### src/rtl/fetch_redirect_ctrl_if.sv
// Front-end redirect bundle: hazard stall, the three redirect sources and
// the fetch-address / flush / status outputs of the redirect controller.
interface fetch_redirect_ctrl_if;
  logic        stall;
  logic        exc_req;
  logic [31:0] exc_vec;
  logic        mp_req;
  logic [31:0] mp_target;
  logic        bp_taken;
  logic [31:0] bp_target;
  logic [31:0] fetch_pc;
  logic        pc_write;
  logic        flush;
  logic        redirect_pending;
  logic [15:0] mp_count;
  logic        align_err;

  modport master (
    output stall, exc_req, exc_vec, mp_req, mp_target, bp_taken, bp_target,
    input  fetch_pc, pc_write, flush, redirect_pending, mp_count, align_err
  );

  modport slave (
    input  stall, exc_req, exc_vec, mp_req, mp_target, bp_taken, bp_target,
    output fetch_pc, pc_write, flush, redirect_pending, mp_count, align_err
  );
endinterface

### src/rtl/fetch_redirect_ctrl.sv
// Fetch-address redirect controller. Chooses the next fetch address from
// exception, mispredict, a redirect parked during a stall, the branch
// predictor or the sequential path, and drives a timed front-end flush.
module fetch_redirect_ctrl #(
  parameter logic [31:0] RESET_PC     = 32'h0000_0000,
  parameter int          FLUSH_CYCLES = 2
) (
  input logic                  clk,
  input logic                  rst,
  fetch_redirect_ctrl_if.slave bus
);
  typedef enum logic [1:0] {ST_RUN = 2'd0, ST_PEND = 2'd1, ST_FLUSH = 2'd2} state_t;

  localparam logic [2:0] FLUSH_INIT = 3'(FLUSH_CYCLES);

  // Fetch addresses are word aligned; low bits of a target are discarded.
  function automatic logic [31:0] word_align(input logic [31:0] t);
    return {t[31:2], 2'b00};
  endfunction

  function automatic logic misaligned(input logic [31:0] t);
    return (t[1:0] != 2'b00);
  endfunction

  state_t      state_r, state_s;
  logic [31:0] pc_r, pc_s;
  logic [2:0]  cnt_r, cnt_s;
  logic        pend_exc_r, pend_exc_s;
  logic [31:0] pend_tgt_r, pend_tgt_s;
  logic        flush_r, pend_flag_r, pc_write_r, align_err_r;
  logic [15:0] mp_count_r;

  logic        live_req_s, live_wins_s;
  logic [31:0] live_tgt_s;
  logic        write_s, redirect_s, redirect_mp_s, bp_load_s;
  logic [31:0] redirect_tgt_s;
  logic        load_misaligned_s, mp_inc_s;

  // Collapse the live exception/mispredict requests into one candidate.
  always_comb begin
    live_req_s = bus.exc_req | bus.mp_req;
    if (bus.exc_req) begin
      live_tgt_s = bus.exc_vec;
    end else begin
      live_tgt_s = bus.mp_target;
    end
    // A live request displaces the parked one unless only an mp meets a parked exception.
    live_wins_s = bus.exc_req | (bus.mp_req & ~pend_exc_r);
  end

  // Next-state, next fetch address and per-edge event flags.
  always_comb begin
    state_s        = state_r;
    pc_s           = pc_r;
    cnt_s          = cnt_r;
    pend_exc_s     = pend_exc_r;
    pend_tgt_s     = pend_tgt_r;
    write_s        = 1'b0;
    redirect_s     = 1'b0;
    redirect_mp_s  = 1'b0;
    redirect_tgt_s = 32'h0000_0000;
    bp_load_s      = 1'b0;

    case (state_r)
      ST_RUN, ST_FLUSH: begin
        if (bus.stall) begin
          if (live_req_s) begin
            state_s    = ST_PEND;
            pend_exc_s = bus.exc_req;
            pend_tgt_s = live_tgt_s;
            cnt_s      = 3'd0;
          end else begin
            state_s = state_r;
          end
        end else begin
          write_s = 1'b1;
          if (live_req_s) begin
            redirect_s     = 1'b1;
            redirect_mp_s  = ~bus.exc_req;
            redirect_tgt_s = live_tgt_s;
          end else if (bus.bp_taken && !flush_r) begin
            bp_load_s = 1'b1;
          end else begin
            bp_load_s = 1'b0;
          end
          if (!live_req_s && (state_r == ST_FLUSH)) begin
            if (cnt_r <= 3'd1) begin
              state_s = ST_RUN;
              cnt_s   = 3'd0;
            end else begin
              cnt_s = cnt_r - 3'd1;
            end
          end else begin
            cnt_s = cnt_r;
          end
        end
      end
      ST_PEND: begin
        if (bus.stall) begin
          if (live_wins_s) begin
            pend_exc_s = bus.exc_req;
            pend_tgt_s = live_tgt_s;
          end else begin
            pend_tgt_s = pend_tgt_r;
          end
        end else begin
          write_s    = 1'b1;
          redirect_s = 1'b1;
          if (live_wins_s) begin
            redirect_mp_s  = ~bus.exc_req;
            redirect_tgt_s = live_tgt_s;
          end else begin
            redirect_mp_s  = ~pend_exc_r;
            redirect_tgt_s = pend_tgt_r;
          end
        end
      end
      default: begin
        state_s = ST_RUN;
      end
    endcase

    if (redirect_s) begin
      pc_s       = word_align(redirect_tgt_s);
      state_s    = ST_FLUSH;
      cnt_s      = FLUSH_INIT;
      pend_exc_s = 1'b0;
      pend_tgt_s = 32'h0000_0000;
    end else if (bp_load_s) begin
      pc_s = word_align(bus.bp_target);
    end else if (write_s) begin
      pc_s = pc_r + 32'd4;
    end else begin
      pc_s = pc_r;
    end

    load_misaligned_s = (redirect_s & misaligned(redirect_tgt_s)) |
                        (bp_load_s & misaligned(bus.bp_target));
    mp_inc_s          = redirect_s & redirect_mp_s;
  end

  // State, address and status registers; reset overrides everything.
  always_ff @(posedge clk) begin
    if (rst) begin
      state_r     <= ST_RUN;
      pc_r        <= RESET_PC;
      cnt_r       <= 3'd0;
      pend_exc_r  <= 1'b0;
      pend_tgt_r  <= 32'h0000_0000;
      flush_r     <= 1'b0;
      pend_flag_r <= 1'b0;
      pc_write_r  <= 1'b0;
      mp_count_r  <= 16'h0000;
      align_err_r <= 1'b0;
    end else begin
      state_r     <= state_s;
      pc_r        <= pc_s;
      cnt_r       <= cnt_s;
      pend_exc_r  <= pend_exc_s;
      pend_tgt_r  <= pend_tgt_s;
      flush_r     <= (state_s == ST_FLUSH);
      pend_flag_r <= (state_s == ST_PEND);
      pc_write_r  <= write_s;
      if (mp_inc_s && (mp_count_r != 16'hFFFF)) begin
        mp_count_r <= mp_count_r + 16'd1;
      end else begin
        mp_count_r <= mp_count_r;
      end
      if (load_misaligned_s) begin
        align_err_r <= 1'b1;
      end else begin
        align_err_r <= align_err_r;
      end
    end
  end

  assign bus.fetch_pc         = pc_r;
  assign bus.pc_write         = pc_write_r;
  assign bus.flush            = flush_r;
  assign bus.redirect_pending = pend_flag_r;
  assign bus.mp_count         = mp_count_r;
  assign bus.align_err        = align_err_r;
endmodule

### src/flat_wrapper.sv
// flat-port wrapper written by rule: the top's interface ports become plain ports
module fetch_redirect_ctrl_flat 
#(
  parameter logic [31:0] RESET_PC     = 32'h0000_0000,
  parameter int          FLUSH_CYCLES = 2
)
  (clk, rst, bus_stall, bus_exc_req, bus_exc_vec, bus_mp_req, bus_mp_target, bus_bp_taken, bus_bp_target, bus_fetch_pc, bus_pc_write, bus_flush, bus_redirect_pending, bus_mp_count, bus_align_err);
  fetch_redirect_ctrl_if bus_i ();
  input logic clk;
  input logic rst;
  input wire logic [$bits(bus_i.stall)-1:0] bus_stall;
  input wire logic [$bits(bus_i.exc_req)-1:0] bus_exc_req;
  input wire logic [$bits(bus_i.exc_vec)-1:0] bus_exc_vec;
  input wire logic [$bits(bus_i.mp_req)-1:0] bus_mp_req;
  input wire logic [$bits(bus_i.mp_target)-1:0] bus_mp_target;
  input wire logic [$bits(bus_i.bp_taken)-1:0] bus_bp_taken;
  input wire logic [$bits(bus_i.bp_target)-1:0] bus_bp_target;
  output wire logic [$bits(bus_i.fetch_pc)-1:0] bus_fetch_pc;
  output wire logic [$bits(bus_i.pc_write)-1:0] bus_pc_write;
  output wire logic [$bits(bus_i.flush)-1:0] bus_flush;
  output wire logic [$bits(bus_i.redirect_pending)-1:0] bus_redirect_pending;
  output wire logic [$bits(bus_i.mp_count)-1:0] bus_mp_count;
  output wire logic [$bits(bus_i.align_err)-1:0] bus_align_err;
  assign bus_i.stall = bus_stall;
  assign bus_i.exc_req = bus_exc_req;
  assign bus_i.exc_vec = bus_exc_vec;
  assign bus_i.mp_req = bus_mp_req;
  assign bus_i.mp_target = bus_mp_target;
  assign bus_i.bp_taken = bus_bp_taken;
  assign bus_i.bp_target = bus_bp_target;
  assign bus_fetch_pc = bus_i.fetch_pc;
  assign bus_pc_write = bus_i.pc_write;
  assign bus_flush = bus_i.flush;
  assign bus_redirect_pending = bus_i.redirect_pending;
  assign bus_mp_count = bus_i.mp_count;
  assign bus_align_err = bus_i.align_err;
  fetch_redirect_ctrl #(.RESET_PC(RESET_PC), .FLUSH_CYCLES(FLUSH_CYCLES)) u_core (.clk(clk), .rst(rst), .bus(bus_i));
endmodule
### config.mk
export PLATFORM = sky130hd
export DESIGN_NAME = fetch_redirect_ctrl_flat
export DESIGN_NICKNAME = d
export VERILOG_FILES = /design/src/rtl/fetch_redirect_ctrl_if.sv /design/src/rtl/fetch_redirect_ctrl.sv /design/src/flat_wrapper.sv
export SDC_FILE = /design/constraint.sdc
export NUM_CORES = 1
export LEC_CHECK = 0
export CAP_MARGIN = 0
export CORE_ASPECT_RATIO = 1.25
export CORE_MARGIN = 2
export CORE_UTILIZATION = 49
export CTS_BUF_LIST = sky130_fd_sc_hd__clkbuf_8 sky130_fd_sc_hd__clkbuf_16
export DETAILED_ROUTE_END_ITERATION = 12
export GPL_TIMING_DRIVEN = 1
export PLACE_DENSITY = 0.82
export SKIP_CTS_REPAIR_TIMING = 1
export SLEW_MARGIN = 5
export SYNTH_ARGS = -nofsm -noshare
export SYNTH_HDL_FRONTEND = slang
export SYNTH_SLANG_ARGS = --single-unit
### constraint.sdc
create_clock -name clk -period 2.2 [get_ports clk]
set_input_delay 0.33 -clock clk [delete_from_list [all_inputs] [get_ports clk]]
set_output_delay 0.33 -clock clk [all_outputs]
set_load 0.005 [all_outputs]
==> run_results.csv <==
group,metric,value,unit
status,status,"finished with violations",
status,violations,"setup timing",
setup_path,cpLargestDelayFamily,"compound AO/OA/AOI/OAI gates",
synth,synth_area_leaders,"dfxtp_1 (32%), mux2i_1 (6.0%), nor2_1 (5.5%)",
setup_path,crit_chain,"buf_4 > inv_1 > o311ai_0 > a311oi_1 > buf_4 > o22ai_1 > a21oi_1",
clocking,clock-sinks,88,
floorplan,initial_utilization,49.89,%
routing,drcViolationCount,0,
routing,vias_per_cell,6.406,
synth,netlist.area_leader.share,32.01,%
global_route,grt_pass1_vias,6385,
setup_path,required,2.43,ns
placement,placed_cell_area,7606,sq um
timing,tns,-0.004623,ns
synth,yosysUniqueCellTypes,78,
setup_path,critPathBufInv,3,
timing,setup_viol_count_final,1,
clocking,clkTransAtPathRegs,0.06,ns
synth,synth_area,5503,sq um
global_route,grt_pass1_wl,31.56,mm
final_layout,design_area,7940,sq um
synth,postSynthCellCount,656,
synth,synth_seq_cells,88,
global_route,grt_max_degree,41,
setup_path,cpMostUsedCell,"buf_4",
power_and_ir_drop,vdd_ir_drop_max,0.3994,mV
setup_path,startpoint_type,"register",
timing,grt_setup_unrepaired,"false",
power_and_ir_drop,switching_power,1.212,mW
clocking,cts-root-buf,"clkbuf_16",
synth,synth_most_common_cell,"dfxtp_1",
power_and_ir_drop,swShare,26.68,%
final_layout,final_layout_size_suffix_gt1_share,15.53,%
floorplan,io_pins,154,
floorplan,core,11030,sq um
floorplan,die-area,12100,sq um
power_and_ir_drop,power_density,572.3,nW/um^2
timing,fin_skew,0.007200,ns
floorplan,die_y,122.5,um
power_and_ir_drop,pwr-share-seq,39.2,%
routing,drt_iter0_drc,619,
final_layout,fin_nets,951,
timing,fin_ws,-0.004623,ns
timing,hold_viol,0,
synth,synth.avg_cell_area,8.388,sq um
timing,holdWs,0.3885,ns
timing,drv_slew,0,
clocking,cts_tree,"yes",
clocking,htree_levels,3,
power_and_ir_drop,cellInternalPower,3.331,mW
synth,synthArstFlopShare,0,%
setup_path,r2r_cells,7,
setup_path,arrival,2.44,ns
job,drv_cap,0,
clocking,cts_buffer_depth,2,
global_route,grt.total_usage,32.35,%
synth,ys.flop_type,"dfxtp_1",
setup_path,cp-end-kind,"register",
floorplan,rows,43,
synth,yosysTopAreaCell,"dfxtp_1",
power_and_ir_drop,p_leak,2.932,nW
synth,synth_edf_count,0,
timing,max_slew_margin,59.17,%
final_layout,diodes,0,
synth,ys_warn_count,0,
placement,gp_congestion,0.9665,
global_route,grt_remaining_overflow,0,
power_and_ir_drop,finalPower,4.544,mW
routing,ant_nets,0,
setup_path,max_stage_delay,0.58,ns
timing,worst-slew-pin-transition,0.6048,ns
routing,wl_per_cell,19.93,um
clocking,cts_buffers,9,
power_and_ir_drop,clkPwrFrac,38.5,%
placement,portBuffers,151,
setup_path,slowest_stage,"o311ai_0",
setup_path,critical_path_class,"register to register",
placement,hpwlAfterDp,14.71,mm
synth,netlist_top_cells_count,"dfxtp_1 (88), nor2_1 (80), a211oi_1 (33), mux2i_1 (33), a21oi_1 (29)",
final_layout,areaGrowthSynthToFinish,44.29,%
setup_path,cp.depth,7,
timing,min_period,2.205,ns
synth,yosysSeqAreaShare,32.01,%
timing,fmaxAchievable,453.6,MHz
power_and_ir_drop,power.share.combinational,22.4,%
hold_path,hp-class,"input port to register",
setup_path,path_max_fanout,11,
routing,first_pass_iters,6,
floorplan,die_w,98.79,um
routing,wl,19.63,mm
global_route,antenna_found_initial,0,
clocking,insertion_delay,0.35,ns
routing,vias,6310,
hold_path,worstHoldPathCells,2,
timing,min_period_over_period,100.2,%
through the flow:
stage / instances / utilization (%) / setup WS, ns
after floorplan: 657 / - / 0.1925
after global placement: 970 / 68.96 / -0.1662
after detailed placement: 970 / 68.96 / -0.2192
after CTS: 985 / 71.99 / 0.1023
after global routing: 985 / 71.99 / 0.01170
final: 985 / 71.99 / -0.004623
layout by cell type, fill, tap and decap left out, types with 7 or more instances in the layout:
cell type          n
a221oi_1          12
and3_1             8
a221o_1            8
mux2i_1           33
clkbuf_16          9
buf_4             71
nor2_1            79
a31oi_1           10
a211oi_1          33
buf_12             7
nand3_1           20
clkdlybuf4s50_1  149
a21oi_1           29
nor3_1            21
o21ai_0           14
dfxtp_1           88
and4_1             9
nand2_1           26
o31a_1             8
nor2b_1            7
a211o_1           12
inv_1             21
nand4_1           11
mux2_2            17
nor4_1            12
xnor2_1           18
o211ai_1           7
registers in the layout, summed over array words and instances (netlist names):
register / cells
u_core.bus.fetch_pc: 30
u_core.bus.mp_count: 16
u_core.pend_exc_r: 1
u_core.bus.flush: 1
u_core.cnt_r: 3
u_core.bus.align_err: 1
u_core.state_r: 2
u_core.bus.pc_write: 1
u_core.pend_tgt_r: 32
u_core.bus.redirect_pending: 1
final cells by class:
| class | count | area, sq um |
|---|---|---|
| clock buffers | 9 | 225.2 |
| clock inverters | 6 | 108.9 |
| fillers | 873 | 3089 |
| inverters | 22 | 82.58 |
| multi-input cells | 496 | 3418 |
| flip-flops and latches | 88 | 1762 |
| well taps | 135 | 168.9 |
| repair buffers | 229 | 2175 |
worst paths after layout:
| path | startpoint | end | slack [ns] |
|---|---|---|---|
| worst min register to register | u_core.bus.align_err | u_core.bus.align_err | 0.47 |
| worst min-delay path | rst | u_core.bus.mp_count[5] | 0.39 |
| worst max-delay path | u_core.state_r[0] | u_core.bus.fetch_pc[22] | -0.005 |
| worst max register to register | u_core.state_r[0] | u_core.bus.fetch_pc[22] | -0.005 |
power groups by stage:
stage | logic, mW | registers (mW) | clock network, mW
after floorplan | 0.472 | 1.79 | 0
after global placement | 0.970 | 1.81 | 0
after detailed placement | 0.997 | 1.81 | 0
after CTS | 1.00 | 1.78 | 1.76
after global routing | 1.09 | 1.79 | 1.81
final | 1.02 | 1.78 | 1.75
kinds of logic after synthesis:
kind of cell / Yosys count / synth area share [%]
and+or+nand+nor: 230 / 22.42
AOI/OAI and AO/OA: 192 / 26.24
DFF: 88 / 32.01
buffers and inverters: 73 / 6.071
muxes: 50 / 9.482
xor gates and xnor gates: 19 / 3.024
adders and majority gates: 3 / 0.6822
other: 1 / 0.06815
metal layers:
layer	global-route usage, %	routed length, um
met1	35.64	7108
met2	57.69	9825
met3	6.093	1543
met4	19.01	1151
met5	0	0
Power figures use the tool's default switching activity.
